[src/rtl/uart_tx_cfg_pkg.sv]
// Shared UART definitions: FSM states, parity modes, frame-config record and helpers.
package uart_tx_cfg_pkg;

    typedef enum logic [2:0] {
        StIdle,
        StStart,
        StData,
        StParity,
        StStop
    } tx_state_e;

    localparam logic [1:0] ParNone = 2'b00;
    localparam logic [1:0] ParEven = 2'b01;
    localparam logic [1:0] ParOdd  = 2'b10;
    localparam logic [1:0] ParRsvd = 2'b11;

    // Widest frame the config field can select; parity is computed over this many bits.
    localparam int unsigned MaxDbit = 8;

    typedef struct packed {
        logic [1:0] dbits;
        logic [1:0] par;
        logic       stop2;
    } tx_cfg_t;

    // 00..11 -> 5..8 data bits
    function automatic logic [3:0] dbits_decode(input logic [1:0] cfg_dbits);
        return 4'd5 + {2'b00, cfg_dbits};
    endfunction

    // Reserved mode behaves as no parity
    function automatic logic parity_en(input logic [1:0] par);
        return (par == ParEven) || (par == ParOdd);
    endfunction

    // Parity over the active data bits only; bits above the configured width are ignored
    function automatic logic parity_calc(input logic [MaxDbit-1:0] data,
                                         input logic [1:0]         cfg_dbits,
                                         input logic [1:0]         par);
        logic       p;
        logic [3:0] n;
        p = 1'b0;
        n = dbits_decode(cfg_dbits);
        for (int i = 0; i < MaxDbit; i++) begin
            if (4'(i) < n) begin
                p = p ^ data[i];
            end
        end
        if (par == ParOdd) begin
            p = ~p;
        end
        return p;
    endfunction

endpackage

[src/rtl/uart_tx_cfg_if.sv]
// Host-side valid/ready word interface of the UART transmitter (payload plus per-frame config).
interface uart_tx_cfg_if #(
    parameter int unsigned DBIT = 8
) ();
    logic [DBIT-1:0] tx_data;
    logic [1:0]      cfg_dbits;
    logic [1:0]      cfg_par;
    logic            cfg_stop2;
    logic            tx_valid;
    logic            tx_ready;

    modport master (
        output tx_data, cfg_dbits, cfg_par, cfg_stop2, tx_valid,
        input  tx_ready
    );

    modport slave (
        input  tx_data, cfg_dbits, cfg_par, cfg_stop2, tx_valid,
        output tx_ready
    );
endinterface

[src/rtl/uart_tx_cfg_hold.sv]
// One-entry holding register for a word accepted while a frame is still on the line.
module uart_tx_cfg_hold
    import uart_tx_cfg_pkg::*;
#(
    parameter int unsigned DBIT = 8
) (
    input  logic            clk,
    input  logic            rst_n,
    input  logic            i_load,
    input  logic [DBIT-1:0] i_data,
    input  tx_cfg_t         i_cfg,
    input  logic            i_drain,
    output logic            o_valid,
    output logic [DBIT-1:0] o_data,
    output tx_cfg_t         o_cfg
);

    logic            r_valid;
    logic [DBIT-1:0] r_data;
    tx_cfg_t         r_cfg;

    // Fill on load, empty on drain; the two never coincide because ready is low while full
    always_ff @(posedge clk or negedge rst_n) begin
        if (!rst_n) begin
            r_valid <= 1'b0;
            r_data  <= '0;
            r_cfg   <= '0;
        end else if (i_load) begin
            r_valid <= 1'b1;
            r_data  <= i_data;
            r_cfg   <= i_cfg;
        end else if (i_drain) begin
            r_valid <= 1'b0;
        end
    end

    assign o_valid = r_valid;
    assign o_data  = r_data;
    assign o_cfg   = r_cfg;

endmodule

[src/rtl/uart_tx_cfg.sv]
// Runtime-configurable UART transmitter: 5-8 data bits, none/even/odd parity, 1 or 2 stop bits.
module uart_tx_cfg
    import uart_tx_cfg_pkg::*;
#(
    parameter int unsigned DBIT    = 8,
    parameter int unsigned SB_TICK = 16
) (
    input  logic         clk,
    input  logic         rst_n,
    input  logic         baud_tick,
    uart_tx_cfg_if.slave bus,
    output logic         tx_busy,
    output logic         tx_done,
    output logic         tx_out
);

    localparam int unsigned TickW = $clog2(2 * SB_TICK);
    localparam logic [TickW-1:0] TickBitLast   = TickW'(SB_TICK - 1);
    localparam logic [TickW-1:0] TickStop2Last = TickW'(2 * SB_TICK - 1);

    tx_state_e       r_state, w_state_d;
    logic [TickW-1:0] r_tick, w_tick_d;
    logic [2:0]      r_bit, w_bit_d;
    logic [DBIT-1:0] r_shift, w_shift_d;
    tx_cfg_t         r_cfg, w_cfg_d;
    logic            r_par, w_par_d;
    logic            r_tx_out, w_tx_out_d;

    logic            w_hold_valid;
    logic [DBIT-1:0] w_hold_data;
    tx_cfg_t         w_hold_cfg;
    tx_cfg_t         w_in_cfg;
    logic            w_accept;
    logic            w_stop_last;
    logic            w_direct;
    logic            w_load;
    logic [DBIT-1:0] w_load_data;
    tx_cfg_t         w_load_cfg;
    logic [3:0]      w_nbits_m1;

    assign w_in_cfg = '{dbits: bus.cfg_dbits, par: bus.cfg_par, stop2: bus.cfg_stop2};

    assign bus.tx_ready = ~w_hold_valid;
    assign w_accept     = bus.tx_valid & ~w_hold_valid;

    assign w_stop_last = (r_state == StStop) && baud_tick &&
                         (r_tick == (r_cfg.stop2 ? TickStop2Last : TickBitLast));

    // A word bypasses the hold when the shifter is free this very edge
    assign w_direct = w_accept & ((r_state == StIdle) | w_stop_last);
    assign w_load   = ((r_state == StIdle) & w_accept) | (w_stop_last & (w_hold_valid | w_accept));

    assign w_load_data = w_hold_valid ? w_hold_data : bus.tx_data;
    assign w_load_cfg  = w_hold_valid ? w_hold_cfg : w_in_cfg;
    assign w_nbits_m1  = dbits_decode(r_cfg.dbits) - 4'd1;

    uart_tx_cfg_hold #(
        .DBIT(DBIT)
    ) u_hold (
        .clk    (clk),
        .rst_n  (rst_n),
        .i_load (w_accept & ~w_direct),
        .i_data (bus.tx_data),
        .i_cfg  (w_in_cfg),
        .i_drain(w_stop_last & w_hold_valid),
        .o_valid(w_hold_valid),
        .o_data (w_hold_data),
        .o_cfg  (w_hold_cfg)
    );

    // State, counters, shifter and the registered serial line
    always_ff @(posedge clk or negedge rst_n) begin
        if (!rst_n) begin
            r_state  <= StIdle;
            r_tick   <= '0;
            r_bit    <= '0;
            r_shift  <= '0;
            r_cfg    <= '0;
            r_par    <= 1'b0;
            r_tx_out <= 1'b1;
        end else begin
            r_state  <= w_state_d;
            r_tick   <= w_tick_d;
            r_bit    <= w_bit_d;
            r_shift  <= w_shift_d;
            r_cfg    <= w_cfg_d;
            r_par    <= w_par_d;
            r_tx_out <= w_tx_out_d;
        end
    end

    // Next-state: advance one serial bit every SB_TICK ticks, then reload from hold or input
    always_comb begin
        w_state_d  = r_state;
        w_tick_d   = r_tick;
        w_bit_d    = r_bit;
        w_shift_d  = r_shift;
        w_cfg_d    = r_cfg;
        w_par_d    = r_par;
        w_tx_out_d = 1'b1;
        tx_done    = 1'b0;

        unique case (r_state)
            StIdle: begin
                w_tick_d = '0;
            end
            StStart: begin
                if (baud_tick) begin
                    if (r_tick == TickBitLast) begin
                        w_state_d = StData;
                        w_tick_d  = '0;
                    end else begin
                        w_tick_d = r_tick + 1'b1;
                    end
                end
            end
            StData: begin
                if (baud_tick) begin
                    if (r_tick == TickBitLast) begin
                        w_tick_d  = '0;
                        w_shift_d = r_shift >> 1;
                        if ({1'b0, r_bit} == w_nbits_m1) begin
                            w_bit_d   = '0;
                            w_state_d = parity_en(r_cfg.par) ? StParity : StStop;
                        end else begin
                            w_bit_d = r_bit + 1'b1;
                        end
                    end else begin
                        w_tick_d = r_tick + 1'b1;
                    end
                end
            end
            StParity: begin
                if (baud_tick) begin
                    if (r_tick == TickBitLast) begin
                        w_state_d = StStop;
                        w_tick_d  = '0;
                    end else begin
                        w_tick_d = r_tick + 1'b1;
                    end
                end
            end
            StStop: begin
                if (w_stop_last) begin
                    tx_done   = 1'b1;
                    w_state_d = StIdle;
                    w_tick_d  = '0;
                end else if (baud_tick) begin
                    w_tick_d = r_tick + 1'b1;
                end
            end
            default: begin
                w_state_d = StIdle;
                w_tick_d  = '0;
            end
        endcase

        // New frame: overrides the IDLE fall-through of the final stop tick (zero-gap restart)
        if (w_load) begin
            w_state_d = StStart;
            w_tick_d  = '0;
            w_bit_d   = '0;
            w_shift_d = w_load_data;
            w_cfg_d   = w_load_cfg;
            w_par_d   = parity_calc(MaxDbit'(w_load_data), w_load_cfg.dbits, w_load_cfg.par);
        end

        // Line level follows the state being entered so tx_out stays a plain register
        unique case (w_state_d)
            StStart:  w_tx_out_d = 1'b0;
            StData:   w_tx_out_d = w_shift_d[0];
            StParity: w_tx_out_d = w_par_d;
            default:  w_tx_out_d = 1'b1;
        endcase
    end

    assign tx_busy = (r_state != StIdle);
    assign tx_out  = r_tx_out;

endmodule

[src/flat_wrapper.sv]
// flat-port wrapper written by rule: the top's interface ports become plain ports
module uart_tx_cfg_flat import uart_tx_cfg_pkg::*;
#(
    parameter int unsigned DBIT    = 8,
    parameter int unsigned SB_TICK = 16
)
  (clk, rst_n, baud_tick, tx_busy, tx_done, tx_out, bus_tx_data, bus_cfg_dbits, bus_cfg_par, bus_cfg_stop2, bus_tx_valid, bus_tx_ready);
  uart_tx_cfg_if #(.DBIT(DBIT)) bus_i ();
  input  logic clk;
  input  logic rst_n;
  input  logic baud_tick;
  output logic tx_busy;
  output logic tx_done;
  output logic tx_out;
  input wire logic [$bits(bus_i.tx_data)-1:0] bus_tx_data;
  input wire logic [$bits(bus_i.cfg_dbits)-1:0] bus_cfg_dbits;
  input wire logic [$bits(bus_i.cfg_par)-1:0] bus_cfg_par;
  input wire logic [$bits(bus_i.cfg_stop2)-1:0] bus_cfg_stop2;
  input wire logic [$bits(bus_i.tx_valid)-1:0] bus_tx_valid;
  output wire logic [$bits(bus_i.tx_ready)-1:0] bus_tx_ready;
  assign bus_i.tx_data = bus_tx_data;
  assign bus_i.cfg_dbits = bus_cfg_dbits;
  assign bus_i.cfg_par = bus_cfg_par;
  assign bus_i.cfg_stop2 = bus_cfg_stop2;
  assign bus_i.tx_valid = bus_tx_valid;
  assign bus_tx_ready = bus_i.tx_ready;
  uart_tx_cfg #(.DBIT(DBIT), .SB_TICK(SB_TICK)) u_core (.clk(clk), .rst_n(rst_n), .baud_tick(baud_tick), .bus(bus_i), .tx_busy(tx_busy), .tx_done(tx_done), .tx_out(tx_out));
endmodule
[config.mk]
export PLATFORM = sky130hd
export DESIGN_NAME = uart_tx_cfg_flat
export DESIGN_NICKNAME = d
export VERILOG_FILES = /design/src/rtl/uart_tx_cfg_pkg.sv /design/src/rtl/uart_tx_cfg_if.sv /design/src/rtl/uart_tx_cfg_hold.sv /design/src/rtl/uart_tx_cfg.sv /design/src/flat_wrapper.sv
export SDC_FILE = /design/constraint.sdc
export NUM_CORES = 1
export LEC_CHECK = 0
export CORE_ASPECT_RATIO = 0.7
export CORE_UTILIZATION = 51
export CTS_CLUSTER_SIZE = 12
export DETAILED_ROUTE_END_ITERATION = 10
export PLACE_DENSITY = 0.87
export SYNTH_ARGS = -nofsm -noshare
export SYNTH_HDL_FRONTEND = slang
export SYNTH_HIERARCHICAL = 1
export SYNTH_SLANG_ARGS = --single-unit
[constraint.sdc]
create_clock -name clk -period 2.05 [get_ports clk]
set_clock_uncertainty 0.05 [all_clocks]
set_input_delay 0.41 -clock clk [delete_from_list [all_inputs] [get_ports clk]]
set_output_delay 0.41 -clock clk [all_outputs]
set_load 0.02 [all_outputs]
==> impl_results.md <==
- Final worst setup slack: 0.0635 ns
- Setup TNS: 0 ns
- CTS sink count: 40
- Die X: 81.7 um
- Design Area, Final: 2910 um2
- Vias in the first global route: 1720
- Post-Syn Area: 2270 um2
- Routed via count: 1820
- Final Wtd Congestion: 0.862
- Lkg Pwr: 0.00134 uW
- Cell with the most instances after synthesis: dfrtp_1
- Routed vias/inst: 5.63
- CTS clk-pin slew, worst paths: 0.08 ns
- WS Path Type: flop to primary output
- Max-slew violation total from the final report: 0
- Area leader, netlist: dfrtp_1
- Ys Warns: 6
- Initial core utilization: 55.5%
- CTS Buf Count: 5
- Total Power: 3590 uW
- PortBufs: 20
- EDFF count, synth: 0
- Layout fillers: 302
- Hold Vio Cnt, Final: 0
- Count of boundary I/O pins: 21
- Die Area: 4720 um2
- Nets: 292
- Routed WL: 4930 um
- Multi-input logic area: 1260 um2
- Syn_area_per_cell: 10.0 um2
- Max-Cap Viols: 0
- Cell Pwr Density: 1230 nW/um2
- Fmax: 503 MHz
- Worst setup SP type: flop
- Critical Path Start: u_core/u_hold/o_valid
- Drt drc: 0
- Netlist cell types: 39
- Antenna Nets Post-Route: 0
- RSZ-0062 raised after global routing: true
- Post-DP HPWL: 3640 um
- Critical path capture point type: primary output
- GRT Total Usage: 23.6%
- Site Rows: 19
- Pin count of the biggest net entering global routing: 41
- DRT iter0 DRCs: 134
- Ant. Diodes: 0
- Syn Inst Count: 226
- Longest Clk Path Bufs: 2
- Avg WL per Cell: 15.3 um
- Die height: 57.8 um
- Status: finished, final reports clean
- Pre-CTS setup slack: -0.363 ns
- Peak VDD IR: 0.831 mV
- R2r setup slk: 0.07 ns
- Synth area leaders: dfrtp_1, mux2_2, mux2i_1, xnor2_1, nor2_1
- Clock Tree Root: clkbuf_8
- Share of layout cells above drive strength 1: 29.2%
- GRT overflow: 0
- FF/Latch Area: 1000 um2
- Initial antenna violation count: 0
- Crit-path max FO: 8
- Worst EP arrival: 1.53 ns
- Sequential area share after synthesis: 44.2%
- Detailed Routing Iterations Pass 1: 4
- Worst min-delay path category: input port to asynchronous set/reset pin
- Asr flop ratio synth: 100%
- Critical Path RT: 1.59 ns
- Final min period: 1.99 ns
- Final setup fails: 0
- Clock latency on the worst-skew pair: 0.30 ns
- DP Area: 2680 um2
- Syn_nets: 248
- Tightest Pin Transition: 0.506 ns
- Slew headroom: 66.3%
- CTS tree: yes
- First-pass GRT wire length: 8160 um
- Core area: 4090 um2
- #FFs+latches synth: 40
- Synth top area share: 43.0%
- Area Growth Syn to Fin: 28.1%
- Worst r2r src: u_core/r_tick[0]
- Synth cell count leaders: dfrtp_1, nor2_1, nand2_1, a21oi_1, mux2i_1
- Top FF cell, synth: dfrtp_1
- Period utilization: 96.9%
- H-Tree Level Count: 2
state kept, by name, indices dropped and copies added (netlist names):
name and cells:
u_core/tx_out 1, u_core/r_shift 8, u_core/r_tick 5, u_core/u_hold/o_valid 1, u_core/r_par 1, u_core/r_state 3
u_core/r_bit 3, u_core/u_hold/o_cfg 5, u_core/u_hold/o_data 8, u_core/r_cfg 5
per-stage QoR:
step | util (%) | hold slack [ns] | instances
after floorplan | - | 0.0644 | 226
after global placement | 65.6 | 0.419 | 313
after detailed placement | 65.6 | 0.429 | 313
after CTS | 68.5 | 0.120 | 321
after global routing | 71.1 | 0.134 | 323
final | 71.1 | 0.0942 | 323
placed cells by master (no fill, tap or decap), types with 2 or more instances in the layout:
| cell | n |
|---|---|
| xnor2_1 | 10 |
| ha_1 | 4 |
| clkdlybuf4s50_1 | 17 |
| mux2_2 | 13 |
| xor2_1 | 3 |
| inv_1 | 5 |
| nor3_1 | 2 |
| o21ai_0 | 9 |
| nor2_1 | 20 |
| a21oi_2 | 3 |
| nand3_1 | 5 |
| and3_1 | 10 |
| a21oi_1 | 12 |
| a211oi_2 | 7 |
| buf_12 | 2 |
| buf_6 | 2 |
| o31ai_1 | 4 |
| dfrtp_1 | 38 |
| clkbuf_8 | 5 |
| buf_4 | 27 |
| nand2_1 | 17 |
| o21ai_1 | 7 |
| or3_4 | 2 |
| mux2i_1 | 13 |
| nor2b_1 | 4 |
| nand4_1 | 3 |
cell families (layout without fill, tap and decap cells):
kind of cell / Yosys count / in the layout / synth area share [%]
AND/OR/NAND/NOR: 72 / 72 / 16.0
AO/OA/AOI/OAI: 49 / 49 / 13.6
flip-flops: 40 / 40 / 44.2
multiplexers: 27 / 27 / 12.6
buffers and inverters: 18 / 63 / 4.47
XOR/XNOR: 15 / 15 / 6.40
adder cells (fa/ha/maj): 5 / 5 / 2.76
report_power, final:
group | switching, uW | leakage, uW | internal, uW | total [uW]
Sequential | 278 | 0.000484 | 1120 | 1400
Clock | 294 | 0.0000541 | 360 | 654
Combinational | 683 | 0.000799 | 851 | 1530
path summary, 6_finish.rpt:
kind	end	depth (start not counted)
max	bus_tx_ready	2
min	u_core/r_cfg[0]	2
max reg2reg	u_core/r_shift[4]	8
min reg2reg	u_core/r_par	2
max in group asynchronous	u_core/tx_out	2
min in group clk	u_core/r_par	2
routing by layer:
| metal | global-route usage, % | wire length, um |
|---|---|---|
| met4 | 8.27 | 68 |
| met1 | 33.1 | 2320 |
| met2 | 37.0 | 2300 |
| met5 | 0 | 0 |
| met3 | 4.25 | 245 |
final cells by class:
cell class,instances,share of cell area [%]
repair buffers,50,15.5
flip-flops and latches,40,34.5
well taps,52,2.24
inverters,5,0.646
clock inverters,3,1.46
multi-input cells,168,43.3
clock buffers,5,2.37
critical path, cell delays in order, from the launching register on:
cell             delay [ns]
dfrtp_2                0.49
inv_1                  0.12
clkdlybuf4s50_1        0.61
timing repair:
action,in CTS,in global routing
hold buffers,0,0
setup endpoints to repair,8,30
setup buffers,0,2
pin swaps,2,5
gates resized for setup,8,21
(Power assumes the default switching activity.)
